[config.mk]
export PLATFORM = sky130hd
export DESIGN_NAME = mac_2bit_accumulator
export DESIGN_NICKNAME = d
export VERILOG_FILES = /design/src/rtl/mac_2bit_accumulator_pkg.sv /design/src/rtl/multiplier_2bit.sv /design/src/rtl/mac_2bit_accumulator.sv
export SDC_FILE = /design/constraint.sdc
export NUM_CORES = 1
export LEC_CHECK = 0
export CAP_MARGIN = 20
export CORE_UTILIZATION = 50
export CTS_CLUSTER_DIAMETER = 200
export DETAILED_ROUTE_END_ITERATION = 6
export GPL_ROUTABILITY_DRIVEN = 0
export HOLD_SLACK_MARGIN = 0.06
export PLACE_DENSITY = 0.88
export SLEW_MARGIN = 20
export SYNTH_ARGS = -nofsm -noshare
export SYNTH_HDL_FRONTEND = slang
export SYNTH_SLANG_ARGS = --single-unit
export TNS_END_PERCENT = 1
[constraint.sdc]
create_clock -name clk -period 5.84 [get_ports clk]
set_input_delay 1.168 -clock clk [delete_from_list [all_inputs] [get_ports clk]]
set_output_delay 1.168 -clock clk [all_outputs]
set_load 0.1 [all_outputs]
[src/rtl/mac_2bit_accumulator_pkg.sv]
// Shared operand/product widths and FSM state encoding for the 2-bit MAC.
package mac_2bit_accumulator_pkg;
   localparam int OPND_W = 2;
   localparam int PROD_W = 4;

   typedef enum logic {
      ST_ACCUM = 1'b0,
      ST_DONE  = 1'b1
   } state_t;
endpackage

[src/rtl/multiplier_2bit.sv]
// Combinational 2x2-bit unsigned multiplier producing a 4-bit product.
module multiplier_2bit
   import mac_2bit_accumulator_pkg::*;
(
   input  logic [OPND_W-1:0] in1,
   input  logic [OPND_W-1:0] in2,
   output logic [PROD_W-1:0] prod
);
   // Operands are widened first so the product is computed at full width.
   assign prod = {{(PROD_W-OPND_W){1'b0}}, in1} * {{(PROD_W-OPND_W){1'b0}}, in2};
endmodule

[src/rtl/mac_2bit_accumulator.sv]
// Dot-product accumulator: sums N_TERMS 2x2-bit products, presents the sum on a
// valid/ready output and flags any carry out of the accumulator during the result.
module mac_2bit_accumulator
   import mac_2bit_accumulator_pkg::*;
#(
   parameter int N_TERMS = 4,
   parameter int ACC_W   = 8
) (
   input  logic              clk,
   input  logic              rst,
   input  logic              clr,
   input  logic              in_valid,
   output logic              in_ready,
   input  logic [OPND_W-1:0] in1,
   input  logic [OPND_W-1:0] in2,
   output logic              out_valid,
   input  logic              out_ready,
   output logic [ACC_W-1:0]  acc_out,
   output logic              ovf
);
   localparam int CNT_W = $clog2(N_TERMS + 1);

   state_t             state, state_n;
   logic [ACC_W-1:0]   acc, acc_n;
   logic [CNT_W-1:0]   count, count_n;
   logic               ovf_r, ovf_n;
   logic [PROD_W-1:0]  prod;
   logic [ACC_W:0]     sum;
   logic               accept;

   multiplier_2bit u_mult (
      .in1  (in1),
      .in2  (in2),
      .prod (prod)
   );

   // The extra top bit of sum is the carry out of the accumulator.
   assign sum       = {1'b0, acc} + (ACC_W+1)'(prod);
   assign in_ready  = (state == ST_ACCUM) && !rst && !clr;
   assign accept    = in_valid && in_ready;
   assign out_valid = (state == ST_DONE);
   assign acc_out   = acc;
   assign ovf       = ovf_r;

   // Next-state, accumulate and clear decisions; clr beats accept, DONE ignores clr.
   always_comb begin
      state_n = state;
      acc_n   = acc;
      count_n = count;
      ovf_n   = ovf_r;
      case (state)
         ST_ACCUM: begin
            if (clr) begin
               acc_n   = '0;
               count_n = '0;
               ovf_n   = 1'b0;
            end else if (accept) begin
               acc_n   = sum[ACC_W-1:0];
               count_n = count + CNT_W'(1);
               ovf_n   = ovf_r | sum[ACC_W];
               if (count == CNT_W'(N_TERMS - 1))
                  state_n = ST_DONE;
            end
         end
         ST_DONE: begin
            if (out_ready) begin
               acc_n   = '0;
               count_n = '0;
               ovf_n   = 1'b0;
               state_n = ST_ACCUM;
            end
         end
         default: state_n = ST_ACCUM;
      endcase
   end

   // State register; synchronous reset discards any partial or pending result.
   always_ff @(posedge clk) begin
      if (rst) begin
         state <= ST_ACCUM;
         acc   <= '0;
         count <= '0;
         ovf_r <= 1'b0;
      end else begin
         state <= state_n;
         acc   <= acc_n;
         count <= count_n;
         ovf_r <= ovf_n;
      end
   end
endmodule
# After elaboration in Yosys (flattened, before gate mapping)
# Index checks and enable logic that the tools add are counted.
[word_totals]
ramBits = 0
elab_cells = 35
output_inout_bits = 11
regBits = 13
n_memories = 0
in_bits = 9
latch_bits = 0
rom_bits = 0
[classes]
mux = 17
eq_ne = 3
n_mul = 1
shifts = 0
reduce_logical = 6
div = 0
n_bitwise = 2
n_addsub = 2
n_lt_le_gt_ge = 0
[ops]
columns = ["operator", "n"]
rows = [
  ["$mux W8", 3],
  ["$pmux W8 S2", 1],
  ["$add A8 B4 Y9", 1],
  ["$mux W3", 3],
  ["$mux W1", 7],
  ["$pmux W3 S2", 1],
  ["$mul A2 B2 Y4", 1],
  ["$pmux W1 S2", 2],
  ["$add A3 B1 Y3 const B", 1],
  ["$eq A3 B2 Y1 const B", 1],
  ["$logic_and A1 B1 Y1", 3],
  ["$ne A3 B3 Y1 const B", 1],
  ["$logic_not A1 Y1", 2],
  ["$ne A2 B2 Y1 const B", 1],
  ["$reduce_and A2 Y1", 1],
  ["$not A1 Y1", 1],
  ["$or A1 B1 Y1", 1],
]

# Depth between registers and ports, before layout
[logic_depth]
ltp_word = 7
depth_mapped = 9
mapped_depth_nobuf = 9

# Hierarchy
# Synthesis repeated with hierarchy kept, for this count alone.
[hier_totals]
hier_cells = 87
area_unflattened_um2 = 780.7
[modules_own_cells]
columns = ["mod", "cells_each", "instances", "area_per_inst_um2", "seq_area_each_um2"]
rows = [
  ["mac_2bit_accumulator", 81, 1, 730.7, 260.2],
  ["multiplier_2bit", 6, 1, 50.0, 0.0],
]

# Least setup slack after synthesis
# OpenSTA, ideal clock, no wires.
[synth_timing]
kind = "input -> output"
from = "input clr"
to = "output in_ready"
path_stages = 2
path_buffers = 0
slack_ps = 1983
arrival_ps = 2689
required_time_ps = 4672
path_cell_list = "or2_4 > nor2_1"
[synth_between]
elab_chain_len = 2
[synth_lines]
columns = ["item", "line_no", "rtl"]
rows = [
  ["start, declared", "mac_2bit_accumulator.sv:11", "input logic clr,"],
  ["$logic_not A1 Y1", "mac_2bit_accumulator.sv:39", "assign in_ready = (state == ST_ACCUM) && !rst && !clr;"],
  ["$logic_and A1 B1 Y1", "mac_2bit_accumulator.sv:39", ""],
  ["end, declared", "mac_2bit_accumulator.sv:13", "output logic in_ready,"],
]
# No other way between the ends.

# Worst setup path after layout
# Same ends and word-level chain as after synthesis.

==> flow_summary_export.csv <==
group,metric,value,unit
cells_and_area,multi_input_area,480,µm²
pwr,p_leak,0.393,nW
timing,slew_headroom,34.8,%
timing,fin_setup_tns,0,ns
global_routing,use_met3,8.15,%
cells_and_area,drive_above_1_share,6.31,%
die,die_h,41.1,µm
clock_tree,clkSlewWorstSetupHoldPaths,0.08,ns
clock_tree,clock_sinks,13,
critical_path,cp_slowest_cell,"clkdlybuf4s50_1",
run,drv_cap,0,
cells_and_area,antenna_cells,0,
logic_synthesis,yosys_warnings,0,
clock_tree,clock_path_buffers,2,
critical_path,cp-start-kind,"input port",
logic_synthesis,yosysUniqueCellTypes,30,
placed_design,dp_hpwl,1290,µm
logic_synthesis,async_flop_share,0,%
timing,period_minus_slack,4.34,ns
global_routing,grt_max_degree,13,
logic_synthesis,synth_cells,90,
placed_design,io_buffers,19,
timing,slew_viol_final,0,
die,rows,13,
timing,worstMarginPinSlew,0.975,ns
clock_tree,htree_levels,1,
route,drtIter0Drc,12,
global_routing,met2_usage,44.1,%
timing,fin_skew,0.00197,ns
global_routing,grt.overflow.total,0,
timing,rsz0062_at_grt,"false",
logic_synthesis,yosysSeqAreaShare,34.0,%
worst_hold_path,min_path_cells,2,
clock_tree,cts_tree,"yes",
cells_and_area,utilization,72.5,%
cells_and_area,final_net_count,130,
critical_path,path_cells,"clkdlybuf4s50_1, or2_4, nor2_1, clkdlybuf4s50_1",
logic_synthesis,synth_area,764,µm²
critical_path,crit_path_frequent_cell,"clkdlybuf4s50_1",
timing,hold_viol,0,
cells_and_area,postLayoutCellArea,991,µm²
logic_synthesis,ys_seq_elements,13,
cells_and_area,final_common_cell,"clkdlybuf4s50_1",
logic_synthesis,synth_fp_nets,108,
timing,timing.final.crit_share,74.4,%
status,status,"finished, final reports clean",
global_routing,grt_pass1_wl,2550,µm
route,drt-total-wl,1690,µm
clock_tree,root_buffer,"clkbuf_4",
critical_path,reg2reg_depth,9,
die,io_pins,20,
critical_path,critPathCaptureType,"output port",
timing,fmax,230,MHz
clock_tree,clock_latency,0.29,ns
critical_path,worst_ep_arrival_time,3.17,ns
placed_design,postPlaceCellArea,965,µm²
clock_tree,cts_buffers,3,
global_routing,gr-max-usage-layer,"met2",
route,wl_per_cell,13.4,µm
clock_tree,ctsHoldBuffers,0,
route,via_count,713,
die,core-area,1370,µm²
die,dieArea,1690,µm²
die,start_util,56.0,%
clock_tree,ctsResizeCount,0,
die,die_x,41.1,µm
route,drt_pass1_iterations,5,
logic_synthesis,synth_edf_count,0,
critical_path,cp.required,4.67,ns
critical_path,timing_worst_setup_path_type,"in -> out",
cells_and_area,seq_area,260,µm²
logic_synthesis,yosys_most_used_dff,"dfxtp_1",
pwr,ir_drop,0.000119,V
critical_path,path_max_fanout,5,
cells_and_area,fillers,104,
cells_and_area,area_delta_synth_final,29.6,%
global_routing,grt_antenna_before_repair,0,
timing,setup_viol,0,
pwr,pwr_density_cell,189,nW/µm²
clock_tree,cts_setup_buffers,0,
global_routing,grt_pass1_vias,617,
worst_hold_path,hold_path_class,"reg -> reg",
route,drc,0,
critical_path,crit_path_max_incr_delay,1.14,ns
route,drt-vias-per-instance,5.66,
logic_synthesis,avgSynthCellArea,8.49,µm²
cells_and_area,final_cell_mix,"clkdlybuf4s50_1, nand2_1, dfxtp_1, a21oi_1",
route,final_antenna_net_count,0,
global_routing,grt_use_met1,24.9,%
global_routing,grt_usage,24.9,%
[per-layer routing]
layer | part of all wire, % | wire length, µm | vias up
met5 | 0 | 0 | -
met4 | 2.7 | 45 | 0
met3 | 4.7 | 79 | 4
met2 | 49 | 825 | 15
met1 | 44 | 740 | 331
li1 | - | - | 363
[layout make-up]
cell class	instances	area share [%]
Clock buffer	4	2.65
Sequential cell	13	26.3
Multi-Input combinational cell	71	48.5
Timing Repair Buffer	19	19.2
Inverter	4	1.52
Tap cell	15	1.89
[flip-flops by register name, summed over array words and instances (netlist names)]
register and flops:
ovf 1, count 3, acc_out 8, out_valid 1
[report_power, final]
part	leakage (nW)	switching [mW]	total, mW	internal, mW
Combinational	0.273	0.0242	0.0378	0.0136
Clock	0.0150	0.0317	0.0583	0.0266
Sequential	0.105	0.00123	0.0915	0.0903
[worst paths after layout]
path | start | to | slack (ns)
setup reg to reg | acc_out[1] | acc_out[5] | 3.55
setup / recovery | clr | in_ready | 1.50
hold reg to reg | ovf | ovf | 0.47
hold / removal | ovf | ovf | 0.47
[cells by family after synthesis]
group / count (synthesis) / synth area share (%)
XOR/XNOR: 2 / 2.29
adder cells (fa/ha/maj): 9 / 16.7
AO/OA/AOI/OAI: 20 / 16.7
AND/OR/NAND/NOR: 40 / 27.2
buffers and inverters: 6 / 3.11
flip-flops: 13 / 34.0
[per-stage QoR]
step                      setup slack [ns]  std cells  total power [mW]  hold WS [ns]
after floorplan                       1.98         90             0.119         0.436
after global placement                1.53        122             0.130         0.440
after detailed placement              1.51        122             0.131         0.451
after CTS                             1.51        126             0.189         0.472
after global routing                  1.46        126             0.195         0.503
final                                 1.50        126             0.188         0.470
[Yosys cell counts (2+ instances only)]
cell type | number | area share [%]
nor2_1 | 4 | 2.0
xnor2_1 | 2 | 2.3
dfxtp_1 | 13 | 34
fa_1 | 2 | 5.2
nand4b_1 | 2 | 2.3
nand3_1 | 7 | 4.6
ha_1 | 7 | 11
nor4_1 | 2 | 1.6
nand2_1 | 14 | 6.9
a21oi_1 | 10 | 6.5
and2_1 | 4 | 3.3
nor2b_1 | 2 | 1.6
inv_1 | 4 | 2.0
[critical path, delay by kind of cell]
| kind | cells | cell delay (ns) |
|---|---|---|
| AND/OR/NAND/NOR | 2 | 0.39 |
| buffers and inverters | 2 | 1.61 |
Power figures use the tool's default switching activity.
==> edit: new RTL, same flow settings <==
Set the parameter `ACC_W` to 12 (it was 8).
--- a/src/rtl/mac_2bit_accumulator.sv
+++ b/src/rtl/mac_2bit_accumulator.sv
@@ -4,7 +4,7 @@
    import mac_2bit_accumulator_pkg::*;
 #(
    parameter int N_TERMS = 4,
-   parameter int ACC_W   = 8
+   parameter int ACC_W   = 12
 ) (
    input  logic              clk,
    input  logic              rst,
Interface: changed (resized acc_out); port bits go from 20 to 24. No check against the original RTL was run, so the function may have changed too.
==> edit against the unedited design <==
- final area up 22%
- critical path depth unchanged
- sequential cell count up 4
- global-route usage down 2.7 points
- register-to-register slack worse by 0.12 ns
- maximum frequency down 1.8%
- worst setup slack worse by 0.078 ns
- via count up 25%
- final cell count up 26%
- synthesized area up 23%
- routed wire length up 19%
- power up 17%
- critical endpoint unchanged
==> edit: results <==
export IMPL_fill_cells=153
export IMPL_clkLatencyLatePin_ns=0.28
export IMPL_reg2regPathDepth=9
export IMPL_yosys_top_cells_count="dfxtp_1 (17), a21oi_1 (15), nand2_1 (10)"
export IMPL_cp_data_arrival_time_ns=3.25
export IMPL_drt_total_wl_um=2020
export IMPL_critPathLaunch="clr"
export IMPL_place_ws_ns=1.45
export IMPL_status="completed"
export IMPL_cts_root_buf="clkbuf_4"
export IMPL_hold_ws_ns=0.451
export IMPL_hp_start="ovf"
export IMPL_max_slew_worst_pin_slew_ns=0.966
export IMPL_portBuffers=23
export IMPL_grt_pass1_vias=831
export IMPL_grtUsageTotal=0.222
export IMPL_dp_hpwl_um=1550
export IMPL_syn_num_nets=128
export IMPL_r2r_end="acc_out[11]"
export IMPL_rrSetupSlack_ns=3.43
export IMPL_synth_main_ff_cell="dfxtp_1"
export IMPL_via_per_inst=5.59
export IMPL_ir_drop_v=0.000154
export IMPL_critPathCapture="in_ready"
export IMPL_antenna_left=0
export IMPL_hold_path_class="reg2reg"
export IMPL_leakage_uw=0.000443
export IMPL_drive_gt1_frac=0.0448
export IMPL_fin_crit_sh=0.757
export IMPL_dr_first_iter_drc_count=18
export IMPL_cts_max_path_buffers=2
export IMPL_critical_path_slowest_cell="clkdlybuf4s50_1"
export IMPL_seq_area_frac_synth=0.361
export IMPL_synth_area_leaders="dfxtp_1 (36%), ha_1 (9.3%), a21oi_1 (8.0%)"
export IMPL_ff_latch_area_sq_um=340
export IMPL_largest_reg_flops=12
export IMPL_ctsResizeCount=0
export IMPL_dr_pass1_iters=4
export IMPL_ys_types=32
export IMPL_finalClockSkew_ns=0.000564
export IMPL_async_flop_share=0
export IMPL_yosys_warnings=0
export IMPL_grt_pass1_wl_um=3350
export IMPL_num_nets_final=153
export IMPL_grt_max_degree=14
export IMPL_numCtsBuffers=3
edit: cell count changes in the layout (fill, tap and decap cells not counted), moves of 2 or more:
cell / change
a21oi_1: +5
clkdlybuf4s50_1: +4
nor2b_1: -2
or3_1: +5
and2_1: -2
o21ai_0: +4
dfxtp_1: +4
nand4b_1: -2
nor2_1: +3
nand2_1: -4
edit: area by class of cell:
class                           instances  area share
Clock buffer                            4      0.0217
Inverter                                4      0.0124
Multi-Input combinational cell         86       0.470
Sequential cell                        17       0.281
Tap cell                               25      0.0258
Timing Repair Buffer                   23       0.190
edit: critical path, delay by kind of cell:
family                 cells  cell delay, ns
and+or+nand+nor            2            0.44
buffers and inverters      2            1.64
edit: where the power goes:
group / total, uW / switching (uW) / leakage (uW) / internal, uW
sequential: 119 / 1.27 / 0.000137 / 118
combinational: 39.1 / 24.9 / 0.000291 / 14.2
clock: 61.4 / 34.9 / 0.0000150 / 26.5
edit: kinds of logic (layout without fill, tap and decap cells):
kind of cell	count (synthesis)	after routing	share of synthesized area
AO/OA/AOI/OAI	30	30	0.186
XOR/XNOR	3	3	0.0279
adder cells (fa/ha/maj)	9	9	0.135
buffers and inverters	7	31	0.0358
flip-flops	17	17	0.361
multiplexers	1	1	0.0119
AND/OR/NAND/NOR	43	43	0.243
edit: worst min-delay path by stage:
| stage | to |
|---|---|
| floorplan | count[1] |
| global route | ovf |
| finish | ovf |
| detailed placement | ovf |
| CTS | ovf |
| global placement | ovf |
edit: per-stage QoR:
| stage | std cells | area (sq um) | total power (uW) |
|---|---|---|---|
| 2_1_floorplan | 110 | 943 | 148 |
| 3_3_place_gp | 155 | 1190 | 159 |
| 3_5_place_dp | 155 | 1190 | 160 |
| 4_1_cts | 159 | 1210 | 220 |
| 5_1_grt | 159 | 1210 | 231 |
| 6_report | 159 | 1210 | 219 |
edit: layer usage:
| metal | routed length [um] | up-vias | track usage |
|---|---|---|---|
| li1 | - | 447 | - |
| met1 | 883 | 413 | 0.273 |
| met2 | 1000 | 25 | 0.380 |
| met3 | 106 | 4 | 0.0595 |
| met4 | 28 | 0 | 0.0545 |
| met5 | 0 | - | 0 |
